==> src/rtl/yc_redport_pkg.sv <==
// Shared definitions for clocked interfaces into the Morphle ycell array:
// dual-rail value encodings and the initiator FSM state type.
package yc_redport_pkg;

    localparam logic [1:0] VEMPTY = 2'b00;
    localparam logic [1:0] V0     = 2'b01;
    localparam logic [1:0] V1     = 2'b10;
    localparam logic [1:0] VERR   = 2'b11;

    localparam int WAIT_W = 10;

    typedef enum logic [1:0] {
        IDLE    = 2'd0,
        DRIVE   = 2'd1,
        RELEASE = 2'd2,
        ERROR   = 2'd3
    } yc_state_e;

    function automatic logic [1:0] dr_encode(input logic b);
        return {b, ~b};
    endfunction

    function automatic logic dr_is_value(input logic [1:0] v);
        return (v == V0) || (v == V1);
    endfunction

endpackage

==> src/rtl/yc_sync2.sv <==
// Multi-flop synchronizer for signals crossing into the clk domain.
module yc_sync2 #(
    parameter int WIDTH = 2,
    parameter int DEPTH = 2
) (
    input  logic             clk,
    input  logic             reset_n,
    input  logic [WIDTH-1:0] d,
    output logic [WIDTH-1:0] q
);

    logic [WIDTH-1:0] stage_r [DEPTH];

    // Shift chain; the first flop samples the asynchronous input.
    always_ff @(posedge clk or negedge reset_n) begin
        if (!reset_n) begin
            for (int i = 0; i < DEPTH; i++) begin
                stage_r[i] <= '0;
            end
        end else begin
            stage_r[0] <= d;
            for (int i = 1; i < DEPTH; i++) begin
                stage_r[i] <= stage_r[i-1];
            end
        end
    end

    assign q = stage_r[DEPTH-1];

endmodule

==> src/rtl/yc_redport.sv <==
// Red-cell initiator: injects one dual-rail value into an edge ycell and
// collects the array's answer through a valid/ready result register.
module yc_redport
    import yc_redport_pkg::*;
#(
    parameter int SYNC_STAGES = 2,
    parameter int TIMEOUT     = 1023
) (
    input  logic       clk,
    input  logic       reset_n,
    input  logic       in_valid,
    input  logic       in_bit,
    output logic       in_ready,
    output logic       out_valid,
    output logic       out_bit,
    input  logic       out_ready,
    output logic [1:0] aout,
    input  logic [1:0] ain,
    output logic       aempty,
    output logic       err
);

    localparam logic [WAIT_W:0] TMO_C = (WAIT_W+1)'(TIMEOUT);

    logic [1:0]        sa_s;
    yc_state_e         state_r, state_nxt_s;
    logic [1:0]        aout_r, aout_nxt_s;
    logic              out_valid_r, out_valid_nxt_s;
    logic              out_bit_r, out_bit_nxt_s;
    logic              err_r, err_nxt_s;
    logic              aempty_r;
    logic [WAIT_W-1:0] cnt_r, cnt_nxt_s;
    logic [WAIT_W:0]   cnt_inc_s;
    logic              timeout_s;
    logic              in_ready_s;
    logic              pop_s;

    yc_sync2 #(
        .WIDTH (2),
        .DEPTH (SYNC_STAGES)
    ) u_sync (
        .clk     (clk),
        .reset_n (reset_n),
        .d       (ain),
        .q       (sa_s)
    );

    // The port stays closed while aempty is still isolating the edge cell.
    assign in_ready_s = (state_r == IDLE) && (sa_s == VEMPTY) && !aempty_r;
    assign pop_s      = out_valid_r && out_ready;
    assign cnt_inc_s  = {1'b0, cnt_r} + (WAIT_W+1)'(1);
    assign timeout_s  = (TMO_C != '0) && (cnt_inc_s == TMO_C);

    // Next-state, drive value and result register decisions.
    always_comb begin
        state_nxt_s     = state_r;
        aout_nxt_s      = aout_r;
        out_bit_nxt_s   = out_bit_r;
        err_nxt_s       = err_r;
        out_valid_nxt_s = pop_s ? 1'b0 : out_valid_r;
        case (state_r)
            IDLE: begin
                if (sa_s == VERR) begin
                    state_nxt_s = ERROR;
                    err_nxt_s   = 1'b1;
                    aout_nxt_s  = VEMPTY;
                end else if (in_valid && in_ready_s) begin
                    state_nxt_s = DRIVE;
                    aout_nxt_s  = dr_encode(in_bit);
                end else begin
                    aout_nxt_s  = VEMPTY;
                end
            end
            DRIVE: begin
                if (sa_s == VERR) begin
                    state_nxt_s = ERROR;
                    err_nxt_s   = 1'b1;
                    aout_nxt_s  = VEMPTY;
                end else if (dr_is_value(sa_s) && (!out_valid_r || out_ready)) begin
                    state_nxt_s     = RELEASE;
                    aout_nxt_s      = VEMPTY;
                    out_bit_nxt_s   = sa_s[1];
                    out_valid_nxt_s = 1'b1;
                end else if (timeout_s) begin
                    state_nxt_s = ERROR;
                    err_nxt_s   = 1'b1;
                    aout_nxt_s  = VEMPTY;
                end else begin
                    state_nxt_s = DRIVE;
                end
            end
            RELEASE: begin
                aout_nxt_s = VEMPTY;
                if (sa_s == VERR) begin
                    state_nxt_s = ERROR;
                    err_nxt_s   = 1'b1;
                end else if (sa_s == VEMPTY) begin
                    state_nxt_s = IDLE;
                end else if (timeout_s) begin
                    state_nxt_s = ERROR;
                    err_nxt_s   = 1'b1;
                end else begin
                    state_nxt_s = RELEASE;
                end
            end
            ERROR: begin
                state_nxt_s = ERROR;
                aout_nxt_s  = VEMPTY;
            end
            default: begin
                state_nxt_s = ERROR;
                err_nxt_s   = 1'b1;
                aout_nxt_s  = VEMPTY;
            end
        endcase
    end

    // Wait counter restarts on every state change and runs only while waiting on the array.
    always_comb begin
        if (state_nxt_s != state_r) begin
            cnt_nxt_s = '0;
        end else if ((state_r == DRIVE) || (state_r == RELEASE)) begin
            cnt_nxt_s = cnt_r + WAIT_W'(1);
        end else begin
            cnt_nxt_s = '0;
        end
    end

    // State and output registers; reset clears the array drive asynchronously.
    always_ff @(posedge clk or negedge reset_n) begin
        if (!reset_n) begin
            state_r     <= IDLE;
            aout_r      <= VEMPTY;
            out_valid_r <= 1'b0;
            out_bit_r   <= 1'b0;
            err_r       <= 1'b0;
            cnt_r       <= '0;
            aempty_r    <= 1'b1;
        end else begin
            state_r     <= state_nxt_s;
            aout_r      <= aout_nxt_s;
            out_valid_r <= out_valid_nxt_s;
            out_bit_r   <= out_bit_nxt_s;
            err_r       <= err_nxt_s;
            cnt_r       <= cnt_nxt_s;
            aempty_r    <= 1'b0;
        end
    end

    assign in_ready  = in_ready_s;
    assign out_valid = out_valid_r;
    assign out_bit   = out_bit_r;
    assign aout      = aout_r;
    assign aempty    = aempty_r;
    assign err       = err_r;

endmodule

==> config.mk <==
export PLATFORM = sky130hd
export DESIGN_NAME = yc_redport
export DESIGN_NICKNAME = d
export VERILOG_FILES = /design/src/rtl/yc_redport_pkg.sv /design/src/rtl/yc_sync2.sv /design/src/rtl/yc_redport.sv
export SDC_FILE = /design/constraint.sdc
export NUM_CORES = 1
export LEC_CHECK = 0
export ABC_AREA = 0
export BUFFER_PORTS_ARGS = -buffer_cell sky130_fd_sc_hd__buf_4
export CORE_UTILIZATION = 62
export CTS_CLUSTER_DIAMETER = 120
export DETAILED_ROUTE_END_ITERATION = 6
export MAX_ROUTING_LAYER = met4
export PLACE_DENSITY = 0.83
export SLEW_MARGIN = 10
export SYNTH_ARGS = -nofsm -noshare
export SYNTH_HDL_FRONTEND = slang
export SYNTH_HIERARCHICAL = 1
export SYNTH_SLANG_ARGS = --single-unit
==> constraint.sdc <==
create_clock -name clk -period 4.2 [get_ports clk]
set_input_delay 0 -clock clk [delete_from_list [all_inputs] [get_ports clk]]
set_output_delay 0 -clock clk [all_outputs]
set_load 0.02 [all_outputs]
Word level (Yosys, flattened, before mapping)
Index checks and enable logic that the tools add are counted.

word-level totals
  input port bits = 7
  bits in latches = 0
  memories kept = 0
  bits in writable memories = 0
  output and inout port bits = 7
  register bits = 22
  word-level logic and storage cells = 69
  memory bits (read-only) = 0

cells by class
  eq/ne operators = 12
  multiplexer cells = 28
  add/subtract/negate cells = 2
  multiply operators = 0
  divide/modulo/power cells = 0
  bitwise operators = 2
  magnitude comparators = 0
  shift operators = 0
  reductions and logical operators = 16

operators by type and width
  kind                     number
  $mux W2                  12
  $mux W10                 2
  $add A10 B1 Y11 const B  1
  $eq A11 B10 Y1 const B   1
  $mux W1                  11
  $add A10 B1 Y10 const B  1
  $eq A2 B2 Y1 const B     4
  $pmux W2 S4              1
  $ne A3 B3 Y1 const B     2
  $pmux W2 S3              1
  $logic_and A1 B1 Y1      5
  $eq A2 B1 Y1 const B     2
  $logic_not A2 Y1         2
  $ne A4 B4 Y1 const B     1
  $reduce_and A4 Y1        1
  $logic_or A1 B1 Y1       3
  $pmux W1 S3              1
  $reduce_and A3 Y1        1
  $reduce_bool A3 Y1       1
  $logic_not A1 Y1         2
  $ne A2 B1 Y1 const B     1
  $ne A2 B2 Y1             1
  $not A1 Y1               2
  $reduce_or A2 Y1         1

Depth between registers and ports, before layout
  depth after elaboration = 9
  gate-level depth with buffers = 10
  mapped depth without buffers = 8

Hierarchy
The synthesis kept the hierarchy.

by module, submodules not included
  module      cells each  instances  area an instance (µm²)
  yc_redport  136         1          1,323.8
  yc_sync2    6           1          115.1

Worst setup path before layout
OpenSTA, ideal clock, no wires.

  kind = reg2reg
  from = register state_r[1]
  to = register cnt_r[0]
  buffers on the path = 0
  stages on the path, launching flop included = 9
  slack = 1,965 ps
  period minus slack after synthesis = 2,235 ps
  required time = 4,099 ps
  arrival time = 2,134 ps
  setup time = 101 ps
  cells stage by stage = dfrtp_1 -> inv_1 -> ha_1 -> nor2b_1 -> a21boi_0 -> nor2_1 -> a41o_2 -> xnor2_4 -> nor4_1

on the way
  word-level cells in the longest chain between the ends = 9

RTL lines
  element                           line                                text
  start: declaration                yc_redport.sv:26                    yc_state_e state_r, state_nxt_s;
  start signal: assignment          yc_redport.sv:140                   state_r <= state_nxt_s;
  $logic_not A2 Y1                  yc_redport.sv:49, yc_redport.sv:61
  $logic_and A1 B1 Y1 (2 in a row)  yc_redport.sv:49                    assign in_ready_s = (state_r == IDLE) && (sa_s == VEMPTY) && !aempty_r;
  $logic_and A1 B1 Y1               yc_redport.sv:67                    end else if (in_valid && in_ready_s) begin
  $mux W2                           yc_redport.sv:67
  $mux W2                           yc_redport.sv:63                    if (sa_s == VERR) begin
  $pmux W2 S4 (*)                   yc_redport.sv:61                    case (state_r)
  named net state_nxt_s[1]          yc_redport.sv:26
  $ne A2 B2 Y1 (*)                  yc_redport.sv:120                   if (state_nxt_s != state_r) begin
  $mux W10 (*)                      yc_redport.sv:120
  named net cnt_nxt_s[0]            yc_redport.sv:32                    logic [WAIT_W-1:0] cnt_r, cnt_nxt_s;
  end signal: assignment            yc_redport.sv:145                   cnt_r <= cnt_nxt_s;
  end: declaration                  yc_redport.sv:32

Mark *: on every way through the listed nets, which the timed path passes. The rest lies on a longest branch.
A chain may end at the register's enable or synchronous reset.

Final worst setup path
Ends and elaborated chain as after synthesis.

==> results.cfg <==
[worst_hold_path]
min_from = out_ready
min_delay_worst_endpoint = out_valid
hold_class = in2reg
holdPathStages = 3

[clocking]
clock_latency_ns = 0.31
clock_path_buffers = 2
cts_tree = yes
cts-root-buf = clkbuf_4
clock-sinks = 22
cts_resized = 0
path_clk_slew_ns = 0.11
cts_made_buffers = 3
cts-htree-levels = 1

[setup_path]
cp_slowest_cell = dfrtp_1
critPathArrivalTime_ns = 2.90
crit_family = simple AND/OR/NAND/NOR gates
start_kind = flip-flop
worstSetupStartpoint = state_r[1]
cp_cell_sequence = inv_1, ha_1, nor2b_1, a21boi_0, nor2_1, a41o_2, xnor2_4, nor4_1
worstPathMaxFanout = 10
r2r-end = cnt_r[0]
r2r-start = state_r[1]
cp.required_ns = 4.41
ff2ff_path_depth = 8
regToRegSetupSlack_ns = 1.51
criticalPathCategory = reg2reg
end_kind = flip-flop
slowest_delay_ns = 0.44
cp_num_buf_inv = 1

[timing]
layout_setup_ws_ns = 1.507
fin_crit_ns = 2.693
clock_skew_ns = 0.003134
hold_viol = 0
fin_tns_setup_ns = 0
timing.fmax_mhz = 371.4
slew_viol_final = 0
period_share_pct = 64.12
rsz0062_at_grt = false
finalSetupViolCount = 0

[die]
die_h_um = 50.18
start_util_pct = 65.68
die_area_mm2 = 0.002518
rows = 17
core_region_area_mm2 = 0.002191
die_x_um = 50.18
ios = 14

[pwr]
powerDensity_mw_per_mm2 = 211.3
vdd_drop_max_v = 0.0002055
p_leak_uw = 0.0007346

[synth]
synth.top_cells.by_area = dfrtp_1 (37%), ha_1 (8.7%), nor4_1 (4.8%)
synth_ff_type = dfrtp_1
yosysUniqueCellTypes = 45
avgSynthCellArea_um2 = 10.13
yosysSeqAreaShare_pct = 38.35
yosysWarnings = 6
syn_nets = 159
synth_async_sr_flop_share_pct = 100.0
netlist.area_leader.share_pct = 36.52
synth-seq-cells = 22
yosysTopAreaCell = dfrtp_1
synth_edf_count = 0
synth_common_cells = dfrtp_1 (21), nand2_1 (17), nor4_1 (11), ha_1 (10), inv_1 (9)
syn_inst = 142
yosysMostFrequentCell = dfrtp_1
synth_area_mm2 = 0.001439

[placement]
place.gp.congestion = 0.9134
port_buffers = 13
dp_slack_ns = 1.636
dp_hpwl_um = 2067

[detailed_routing]
vias = 1103
drtPass1Iterations = 5
ant_nets = 0
via_per_inst = 5.962
wl_per_cell_um = 16.00
drc = 0
drt-initial-drc-count = 27
wl_um = 2960

[global_routing]
grt_busiest_layer = met2
grt_use_met3_pct = 3.636
grt_usage_pct = 27.10
grt_pass1_vias = 1122
antenna_found_initial = 0
grt_start_max_net_pins = 23
globalRouteOverflowTotal = 0
grt_use_met1_pct = 28.14
grt_pass1_wl_um = 4823
use_met2_pct = 50.44

[finish]
num-fill-cells = 173
fin_nets = 175
syn_to_final_growth_pct = 10.17
post_route_cells_drive_above_1_share_pct = 21.02
antennaDiodeCount = 0

[job]
max_cap_viol_count = 0

[outcome]
status = complete, no violations
==> state kept, by name (all words and copies together) (netlist names) <==
signal          flops
aempty              1
aout                2
cnt_r              10
err                 1
out_bit             1
out_valid           1
state_r             2
u_sync/q            2
u_sync/stage_r      2
==> cells in the final DEF, fill, tap and decap left out, types with 2 or more instances in the layout <==
cell            n
or3_4           2
o21ai_0         6
and4_1          2
nand4_1         2
dlygate4sd3_1   3
nor4_1         11
nor2b_1         3
xnor2_1         4
dfrtp_1        21
buf_4          13
nand2_1        17
nand2b_1        2
and2b_2         2
clkbuf_4        3
ha_1           10
nand3_1         7
nor2_1          5
nor3_1          2
a21oi_1         2
xor2_1          2
mux2_2          2
inv_1           9
a21boi_0        3
a31oi_1         2
==> report_power, final <==
group / total [uW] / switching, uW / internal [uW]
Clock: 100 / 63.2 / 37.2
Combinational: 18.9 / 10.6 / 8.26
Sequential: 216 / 1.14 / 215
Total: 335 / 74.9 / 260
==> routing by layer <==
metal	part of all wire, %	vias to the layer above
met1	42	524
met5	0	-
met3	3.4	9
met2	52	33
li1	-	537
met4	2.3	0
==> worst register-to-register path, cell delays in order, from the launching register on <==
cell      delay, ns
dfrtp_1        0.44
inv_1          0.25
ha_1           0.30
nor2b_1        0.43
a21boi_0       0.30
nor2_1         0.08
a41o_2         0.33
xnor2_4        0.18
nor4_1         0.29
==> repair_timing <==
action	4_1_cts	5_1_grt
hold endpoints to repair	24	0
endpoints found under the setup margin	0	0
buffers inserted	0	0
hold buffers	3	0
==> metrics by stage <==
stage          total power (uW)  area [um^2]  utilization, %  instances  hold WS (ns)
2_1_floorplan             226.9         1439               -        142       -0.2956
3_3_place_gp              235.8         1529           69.79        178       -0.1047
3_5_place_dp              236.4         1529           69.79        178      -0.09773
4_1_cts                   335.8         1585           72.36        185       0.01077
5_1_grt                   347.8         1585           72.36        185       0.04961
6_report                  335.0         1585           72.36        185      0.008260
==> worst max path at each step <==
stage                          end  depth (start not counted)
after global routing      cnt_r[8]                          8
after floorplan           cnt_r[0]                          8
after detailed placement  cnt_r[0]                          8
after CTS                 cnt_r[0]                          8
final                     cnt_r[0]                          8
after global placement    cnt_r[2]                          8
==> area by class of cell <==
cell class | count | area, um^2 | share of cell area (%)
Tap cell | 28 | 35.03 | 2.210
Sequential cell | 22 | 551.8 | 34.81
Inverter | 9 | 33.78 | 2.131
Clock buffer | 4 | 26.28 | 1.657
Timing Repair Buffer | 16 | 127.6 | 8.050
Multi-Input combinational cell | 106 | 810.8 | 51.14
==> cells by family (layout without fill, tap and decap cells) <==
kind of cell    after synthesis  in the layout  synth area share, %
xor+xnor                      7              7                5.565
other cells                   1              1               0.2606
simple gates                 65             65                28.09
buf+inv                      14             29                5.304
fa+ha+maj                    10             10                8.696
flops                        22             22                38.35
mux                           2              2                1.565
compound gates               21             21                12.17
Power figures use the tool's default switching activity.
